`src/rtl/imem_boot_loader_pkg.sv`:
```
`default_nettype none
// +----------------------------------------------------------------------+
// | imem_boot_pkg                                                        |
// | Shared constants and state encoding for the IMEM boot loader.        |
// | Revision: 1.0                                                        |
// +----------------------------------------------------------------------+
package imem_boot_pkg;

   localparam int MEM_NBYTE_DEF = 4096;
   localparam int WORD_BYTES    = 4;
   localparam int BIDX_W        = $clog2(WORD_BYTES);

   typedef enum logic [1:0] {
      ST_IDLE      = 2'd0,
      ST_WAIT_WORD = 2'd1,
      ST_WRITE     = 2'd2,
      ST_DONE      = 2'd3
   } state_t;

endpackage
`default_nettype wire

```
`src/rtl/imem_boot_loader_word_byte_serializer.sv`:
```
`default_nettype none
// +----------------------------------------------------------------------+
// | word_byte_serializer                                                 |
// | Loads a 32-bit word and emits its bytes LSB first, one per cycle.    |
// | Revision: 1.0                                                        |
// +----------------------------------------------------------------------+
module word_byte_serializer
   import imem_boot_pkg::*;
(
   input  logic              clk,
   input  logic              rst_n,
   input  logic              load,
   input  logic [31:0]       word,
   output logic [7:0]        wbyte,
   output logic [BIDX_W-1:0] bidx,
   output logic              active,
   output logic              last
);

   localparam logic [BIDX_W-1:0] c_last_idx = BIDX_W'(WORD_BYTES - 1);
   localparam logic [BIDX_W-1:0] c_one      = BIDX_W'(1);

   logic [31:0]       r_shift;
   logic [BIDX_W-1:0] r_bidx;
   logic              r_active;

   // Bytes stream out back to back; there is no stall once a word is loaded.
   always_ff @(posedge clk) begin
      if (!rst_n) begin
         r_shift  <= '0;
         r_bidx   <= '0;
         r_active <= 1'b0;
      end else if (load) begin
         r_shift  <= word;
         r_bidx   <= '0;
         r_active <= 1'b1;
      end else if (r_active) begin
         r_shift <= {8'h00, r_shift[31:8]};
         r_bidx  <= r_bidx + c_one;
         if (r_bidx == c_last_idx) begin
            r_active <= 1'b0;
         end
      end
   end

   assign wbyte  = r_shift[7:0];
   assign bidx   = r_bidx;
   assign active = r_active;
   assign last   = r_active && (r_bidx == c_last_idx);

endmodule
`default_nettype wire

```
`src/rtl/imem_boot_loader.sv`:
```
`default_nettype none
// +----------------------------------------------------------------------+
// | imem_boot_loader                                                     |
// | Streams instruction words into byte-wide IMEM, holds core in reset.  |
// | Revision: 1.0                                                        |
// +----------------------------------------------------------------------+
module imem_boot_loader
   import imem_boot_pkg::*;
#(
   parameter int          MEM_NBYTE = MEM_NBYTE_DEF,
   parameter logic [31:0] BASE_ADDR = 32'h0000_0000,
   parameter int          NW_W      = $clog2(MEM_NBYTE / 4) + 1
)(
   input  logic            clk,
   input  logic            rst_n,
   input  logic            start,
   input  logic [NW_W-1:0] nwords,
   input  logic            s_valid,
   input  logic [31:0]     s_data,
   output logic            s_ready,
   output logic            mem_we,
   output logic [31:0]     mem_addr,
   output logic [7:0]      mem_wdata,
   output logic            cpu_rst_n,
   output logic            busy,
   output logic            done,
   output logic            err
);

   localparam logic [NW_W-1:0] c_max_words = NW_W'(MEM_NBYTE / WORD_BYTES);
   localparam logic [NW_W-1:0] c_one       = NW_W'(1);
   localparam int              c_wa_w      = 32 - BIDX_W;

   state_t            r_state;
   state_t            w_state_next;
   logic [NW_W-1:0]   r_nwords;
   logic [NW_W-1:0]   r_widx;
   logic [c_wa_w-1:0] r_wbase;
   logic              r_err;

   logic              w_accept;
   logic              w_start_ok;
   logic              w_start_bad;
   logic              w_next_word;
   logic              w_ser_last;
   logic              w_ser_active;
   logic [BIDX_W-1:0] w_bidx;
   logic [7:0]        w_byte;

   assign w_accept = s_valid && (r_state == ST_WAIT_WORD);

   always_ff @(posedge clk) begin
      if (!rst_n) begin
         r_state <= ST_IDLE;
      end else begin
         r_state <= w_state_next;
      end
   end

   always_comb begin
      w_state_next = r_state;
      w_start_ok   = 1'b0;
      w_start_bad  = 1'b0;
      w_next_word  = 1'b0;
      case (r_state)
         ST_IDLE, ST_DONE: begin
            if (start) begin
               if ((nwords == '0) || (nwords > c_max_words)) begin
                  w_start_bad  = 1'b1;
                  w_state_next = ST_IDLE;
               end else begin
                  w_start_ok   = 1'b1;
                  w_state_next = ST_WAIT_WORD;
               end
            end
         end
         ST_WAIT_WORD: begin
            if (s_valid) begin
               w_state_next = ST_WRITE;
            end
         end
         ST_WRITE: begin
            if (w_ser_last) begin
               if (r_widx == (r_nwords - c_one)) begin
                  w_state_next = ST_DONE;
               end else begin
                  w_next_word  = 1'b1;
                  w_state_next = ST_WAIT_WORD;
               end
            end
         end
         default: w_state_next = ST_IDLE;
      endcase
   end

   // Word base is latched at acceptance so the byte index forms the low address bits.
   always_ff @(posedge clk) begin
      if (!rst_n) begin
         r_nwords <= '0;
         r_widx   <= '0;
         r_wbase  <= '0;
         r_err    <= 1'b0;
      end else begin
         if (w_start_ok) begin
            r_nwords <= nwords;
            r_widx   <= '0;
            r_err    <= 1'b0;
         end else if (w_start_bad) begin
            r_err    <= 1'b1;
         end
         if (w_next_word) begin
            r_widx <= r_widx + c_one;
         end
         if (w_accept) begin
            r_wbase <= BASE_ADDR[31:BIDX_W] + c_wa_w'(r_widx);
         end
      end
   end

   word_byte_serializer u_ser (
      .clk    (clk),
      .rst_n  (rst_n),
      .load   (w_accept),
      .word   (s_data),
      .wbyte  (w_byte),
      .bidx   (w_bidx),
      .active (w_ser_active),
      .last   (w_ser_last)
   );

   assign s_ready   = (r_state == ST_WAIT_WORD);
   assign busy      = (r_state == ST_WAIT_WORD) || (r_state == ST_WRITE);
   assign done      = (r_state == ST_DONE);
   assign cpu_rst_n = (r_state == ST_DONE);
   assign err       = r_err;
   assign mem_we    = w_ser_active;
   assign mem_addr  = {r_wbase, w_bidx};
   assign mem_wdata = w_byte;

endmodule
`default_nettype wire

```
`config.mk`:
```
export PLATFORM = sky130hd
export DESIGN_NAME = imem_boot_loader
export DESIGN_NICKNAME = d
export VERILOG_FILES = /design/src/rtl/imem_boot_loader_pkg.sv /design/src/rtl/imem_boot_loader_word_byte_serializer.sv /design/src/rtl/imem_boot_loader.sv
export SDC_FILE = /design/constraint.sdc
export NUM_CORES = 1
export LEC_CHECK = 0
export ABC_AREA = 1
export CORE_AREA = 4 4 133 109
export CTS_BUF_LIST = sky130_fd_sc_hd__clkbuf_2 sky130_fd_sc_hd__clkbuf_4 sky130_fd_sc_hd__clkbuf_8
export DETAILED_ROUTE_END_ITERATION = 16
export DIE_AREA = 0 0 137 113
export HOLD_SLACK_MARGIN = 0.1
export PLACE_DENSITY = 0.54
export SYNTH_ARGS = -nofsm -noshare
export SYNTH_HDL_FRONTEND = slang
export SYNTH_SLANG_ARGS = --single-unit
```
`constraint.sdc`:
```
create_clock -name clk -period 4.9 [get_ports clk]
set_clock_uncertainty 0.15 [all_clocks]
set_input_delay 0.49 -clock clk [delete_from_list [all_inputs] [get_ports clk]]
set_output_delay 0.49 -clock clk [all_outputs]
set_load 0.02 [all_outputs]
```
==> flow_metrics.py, run 1 <==
metrics = {
    "status": {
        "status": "finished clean",
    },
    "layout": {
        "fin_area_um2": 4558,
        "drive_gt1_frac": 0.04704,
        "mostFrequentLayoutCells": "nand2_1, clkdlybuf4s50_1, dfxtp_1",
        "mostFrequentLayoutCell": "nand2_1",
        "fin_cells": 754,
        "layout.nets": 622,
        "area_growth_pct": 26.10,
        "diodes": 0,
    },
    "critical_path": {
        "critPathLaunch": "nwords[8]",
        "crit_chain": "clkdlybuf4s50_1 -> nor2_1 -> nand4_1 -> nor3_1 -> xnor2_1 -> nand3_1 -> o21ai_0 -> a21oi_1",
        "worstPathArrival_ns": 3.08,
        "critPathMaxStageDelay_ns": 0.77,
        "crit_type": "in2reg",
        "start_kind": "primary input",
        "r2r_start": "r_state[0]",
        "cp_slowest_cell": "nand3_1",
        "worstSetupEndpointType": "flip-flop",
        "r2r_slack_ns": 2.07,
        "worstPathRequired_ns": 4.95,
        "timing.critical_path.buf_inv": 1,
        "cp_top_family": "simple AND/OR/NAND/NOR gates",
        "path_max_fanout": 31,
    },
    "pwr": {
        "p_int_uw": 949.9,
        "switchingPower_uw": 387.6,
        "finalPower_mw": 1.338,
        "power.density_nw_per_um2": 293.4,
        "leakagePower_nw": 1.683,
        "vdd_drop_max_v": 0.0001289,
        "switching_share": 0.2898,
        "power_frac_clock": 0.362,
        "power_frac_seq": 0.462,
        "combPwrFrac": 0.176,
    },
    "floorplan": {
        "die_w_um": 137,
        "die_area_um2": 15480,
        "rows": 38,
        "initial_core_util": 0.2715,
        "ioPinCount": 93,
        "core_area_um2": 13310,
        "die_h_um": 113,
    },
    "place": {
        "port-buffer-count": 73,
        "dp_hpwl_um": 7216,
        "dp_slack_ns": 1.487,
        "placed_area_um2": 4353,
        "dp_cells": 738,
        "gp_congestion": 0.7922,
    },
    "sta": {
        "setup_violations": 0,
        "period_needed_ns": 3.027,
        "fin_setup_tns_ns": 0,
        "worst_slack_ns": 1.873,
        "finalCritPeriodShare": 0.6177,
        "worst_slew_pin_slew_ns": 1.064,
        "finalMaxSlewViolations": 0,
        "hold_viol": 0,
        "rsz0062_at_grt": "no",
        "max_freq_mhz": 330.4,
        "max-slew-margin-rel": 0.2886,
    },
    "routing": {
        "ant_nets": 0,
        "drcViolationCount": 0,
        "wl_per_cell_um": 12.83,
        "drt_pass1_iterations": 5,
        "drt_wl_total_um": 9673,
        "viasPerCell": 4.517,
        "vias": 3406,
        "first_iter_violations": 294,
    },
    "synth": {
        "async_flop_share": 0,
        "avgSynthCellArea_um2": 7.005,
        "synth_area_um2": 3615,
        "ys_ff_latch": 71,
        "synth_top_area_frac": 0.3932,
        "synth_warnings": 0,
        "synth_edf_count": 0,
        "yosysTopAreaCell": "dfxtp_1",
        "synth.distinct_cells": 30,
        "ys_top_cells_by_area": "dfxtp_1, nand2_1, a21oi_1",
        "syn_inst": 516,
        "synth_top_flop_cell": "dfxtp_1",
        "ys_seq_area_frac": 0.3932,
    },
    "grt": {
        "grt_pass1_wl_um": 16150,
        "grt_pass1_vias": 3266,
        "antenna_found_initial": 0,
        "grt-ovfl-total": 0,
        "track_usage": 0.1283,
        "grt_max_degree": 35,
    },
    "clock_tree": {
        "cts_tree": "done",
        "cts_root_buffer": "clkbuf_8",
        "clock_sinks": 71,
        "cts_resized": 0,
        "h-tree-depth": 3,
        "insertion_delay_ns": 0.35,
        "holdBufCountCts": 0,
        "clk_path_buf_depth": 2,
        "cts.clk_slew.worst_paths_ns": 0.08,
        "cts_buffers": 9,
        "cts_setup_buffers": 0,
    },
    "min_path": {
        "min_from": "u_ser.r_shift[31]",
        "hp-class": "reg2reg",
    },
    "run": {
        "cap_violations": 0,
    },
}
[power groups by stage]
stage | logic [mW] | registers, mW | clock network [mW]
final | 0.236 | 0.618 | 0.484
after floorplan | 0.152 | 0.636 | 0
after global placement | 0.233 | 0.632 | 0
after CTS | 0.237 | 0.618 | 0.501
after global routing | 0.265 | 0.622 | 0.525
after detailed placement | 0.236 | 0.632 | 0
[metal layers]
layer  GRT usage  wire length (um)  part of all wire
met1      0.1822              4754              0.49
met2      0.1905              4191              0.43
met3     0.02667               560             0.058
met4     0.04920               166             0.017
met5           0                 0                 0
[metrics by stage]
step                      hold slack [ns]  utilization
after floorplan                    0.2911            -
after global placement             0.3004       0.3270
after detailed placement           0.3057       0.3270
after CTS                          0.3183       0.3424
after global routing               0.3440       0.3424
final                              0.3151       0.3424
[logic make-up (layout without fill, tap and decap cells)]
group | count (synthesis) | count (layout) | share of synthesized area
AOI/OAI and AO/OA | 108 | 108 | 0.1568
and+or+nand+nor | 227 | 227 | 0.2686
xor gates and xnor gates | 14 | 14 | 0.03392
DFF | 71 | 71 | 0.3932
adders and majority gates | 6 | 6 | 0.02077
other | 1 | 19 | 0.001037
buffers and inverters | 89 | 129 | 0.1256
[layout make-up]
class | instances | area, um2
inverters | 35 | 131.4
clock buffers | 10 | 137.6
repair buffers | 78 | 768.2
clock inverters | 6 | 67.56
multi-input cells | 374 | 1807
fillers | 1443 | 8755
flip-flops and latches | 71 | 1421
well taps | 180 | 225.2
[synth_stat cells, drive strengths merged, types with 2 or more instances]
master	n
clkbuf	20
or2	2
xor2	10
dfxtp	71
buf	34
nor4	4
xnor2	4
o21ai	33
a31oi	17
nor3	6
inv	34
nand3b	5
a21oi	56
nand2	117
nor2	42
nand3	50
ha	6
[flip-flops by register name (all words and copies together) (netlist names)]
name / flops
u_ser.bidx: 2
r_widx: 11
r_nwords: 11
r_state: 2
r_wbase: 11
err: 1
u_ser.active: 1
u_ser.r_shift: 32
[worst paths after layout]
path | endpoint | depth (start not counted)
max | r_nwords[4] | 8
min | u_ser.r_shift[31] | 2
max reg2reg | r_wbase[5] | 6
min reg2reg | u_ser.r_shift[31] | 2
[worst register-to-register path, cell delays in order (launching register included)]
cell	delay, ns
dfxtp_1	0.40
ha_1	0.23
nand2_1	0.52
inv_1	0.76
buf_4	0.43
o21ai_0	0.13
a21oi_1	0.14
Note: power is estimated with default switching activity, not from simulation.
==> inputs of run 2 (changes only) <==
Clock period 4.9 ns to 3.05 ns, I/O delays scaled along.
==> run 2 against run 1 <==
Global-route usage barely moved. Via count rose by 0.59%. Combinational power rose by 63%. Die area did not move. Sequential cell count did not move. Wire length rose by 2.0%. Sequential share of layout area fell by 0.19 points. Critical path type is now reg2reg. Critical endpoint is now r_widx[8]. Largest cell class unchanged. Highest routed layer unchanged.
==> flow_metrics.py, run 2 (same netlist as run 1, synthesis figures left out) <==
metrics = {
    "routing": {
        "viasPerCell": 4.520,
        "vias": 3426,
        "drt_pass1_iterations": 4,
        "wl_per_cell_um": 13.01,
        "drt_wl_total_um": 9864,
        "first_iter_violations": 231,
        "ant_nets": 0,
        "drcViolationCount": 0,
    },
    "grt": {
        "grt_pass1_vias": 3307,
        "track_usage": 0.1280,
        "antenna_found_initial": 0,
        "grt_pass1_wl_um": 16210,
        "grt_max_degree": 41,
        "grt-ovfl-total": 0,
    },
    "sta": {
        "max-slew-margin-rel": 0.6001,
        "setup_violations": 0,
        "hold_viol": 0,
        "worst_slew_pin_slew_ns": 0.5944,
        "finalMaxSlewViolations": 0,
        "rsz0062_at_grt": "no",
        "max_freq_mhz": 415.9,
        "finalCritPeriodShare": 0.7883,
        "fin_setup_tns_ns": 0,
        "period_needed_ns": 2.404,
    },
    "critical_path": {
        "critPathMaxStageDelay_ns": 0.34,
        "crit_type": "reg2reg",
        "worstSetupEndpointType": "flip-flop",
        "crit_chain": "inv_2 -> ha_1 -> nand2_1 -> nor2_1 -> nand2_1 -> xor2_1 -> nor2_1 -> nand3_2 -> nand2_2 -> nand3_1 -> a21oi_1",
        "r2r_slack_ns": 0.65,
        "start_kind": "flip-flop",
        "cp_slowest_cell": "dfxtp_1",
        "worstPathArrival_ns": 2.52,
        "timing.critical_path.buf_inv": 1,
        "worstPathRequired_ns": 3.17,
        "path_max_fanout": 13,
        "cp_top_family": "simple AND/OR/NAND/NOR gates",
    },
    "floorplan": {
        "rows": 38,
        "initial_core_util": 0.2715,
        "ioPinCount": 93,
        "core_area_um2": 13310,
        "die_w_um": 137,
        "die_area_um2": 15480,
        "die_h_um": 113,
    },
    "place": {
        "gp_congestion": 0.7875,
        "port-buffer-count": 73,
        "dp_cells": 742,
        "dp_hpwl_um": 7297,
        "placed_area_um2": 4383,
    },
    "clock_tree": {
        "cts_root_buffer": "clkbuf_8",
        "cts_setup_buffers": 0,
        "cts_resized": 0,
        "clk_path_buf_depth": 2,
        "cts.clk_slew.worst_paths_ns": 0.08,
        "clock_sinks": 71,
        "holdBufCountCts": 0,
        "cts_buffers": 9,
        "h-tree-depth": 3,
        "cts_tree": "done",
        "insertion_delay_ns": 0.34,
    },
    "pwr": {
        "vdd_drop_max_v": 0.0001926,
        "finalPower_mw": 2.142,
        "power.density_nw_per_um2": 467.0,
        "leakagePower_nw": 1.699,
    },
    "layout": {
        "mostFrequentLayoutCell": "nand2_1",
        "mostFrequentLayoutCells": "nand2_1, clkdlybuf4s50_1, dfxtp_1",
        "largest_reg_flops": 32,
        "area_growth_pct": 26.86,
        "drive_gt1_frac": 0.05363,
        "fin_area_um2": 4586,
        "diodes": 0,
        "fin_cells": 758,
        "layout.nets": 626,
        "post-route-util": 0.3445,
        "top_register": "u_ser.r_shift",
    },
    "min_path": {
        "hp-class": "reg2reg",
    },
    "run": {
        "cap_violations": 0,
    },
    "status": {
        "status": "finished clean",
    },
}
## run 2: cell type report
| class | instances | area [um2] |
|---|---|---|
| fillers | 1460 | 8727 |
| multi-input cells | 374 | 1807 |
| flip-flops and latches | 71 | 1421 |
| repair buffers | 82 | 798.3 |
| well taps | 180 | 225.2 |
| clock buffers | 10 | 131.4 |
| inverters | 35 | 131.4 |
| clock inverters | 6 | 71.32 |
## run 2: final timing paths
kind,cells after the start,end,startpoint
worst max-delay path,11,r_widx[8],r_nwords[0]
worst max register to register,11,r_widx[8],r_nwords[0]
worst min register to register,2,u_ser.r_shift[29],u_ser.r_shift[29]
worst min-delay path,2,u_ser.r_shift[29],u_ser.r_shift[29]
## run 2: routing by layer
metal	vias to the layer above	track usage	part of all wire
met5	-	0	0
met2	74	0.1996	0.45
li1	1771	-	-
met1	1574	0.1800	0.49
met3	7	0.03200	0.050
met4	0	0.02593	0.0074
## run 2: through the flow
step / setup slack (ns) / hold WS (ns)
floorplan: 1.062 / 0.2911
global placement: 0.5590 / 0.3000
detailed placement: 0.5599 / 0.3046
CTS: 0.6618 / 0.3167
global route: 0.4518 / 0.3324
finish: 0.6457 / 0.3133
## run 2: worst min-delay path, stage by stage (launching register included)
cell and delay, ns:
dfxtp_1 0.31, nand2_1 0.06, a21oi_1 0.05
## run 2: power breakdown
group | internal [mW] | switching, mW
registers | 0.966 | 0.0273
logic | 0.160 | 0.223
clock network | 0.391 | 0.374
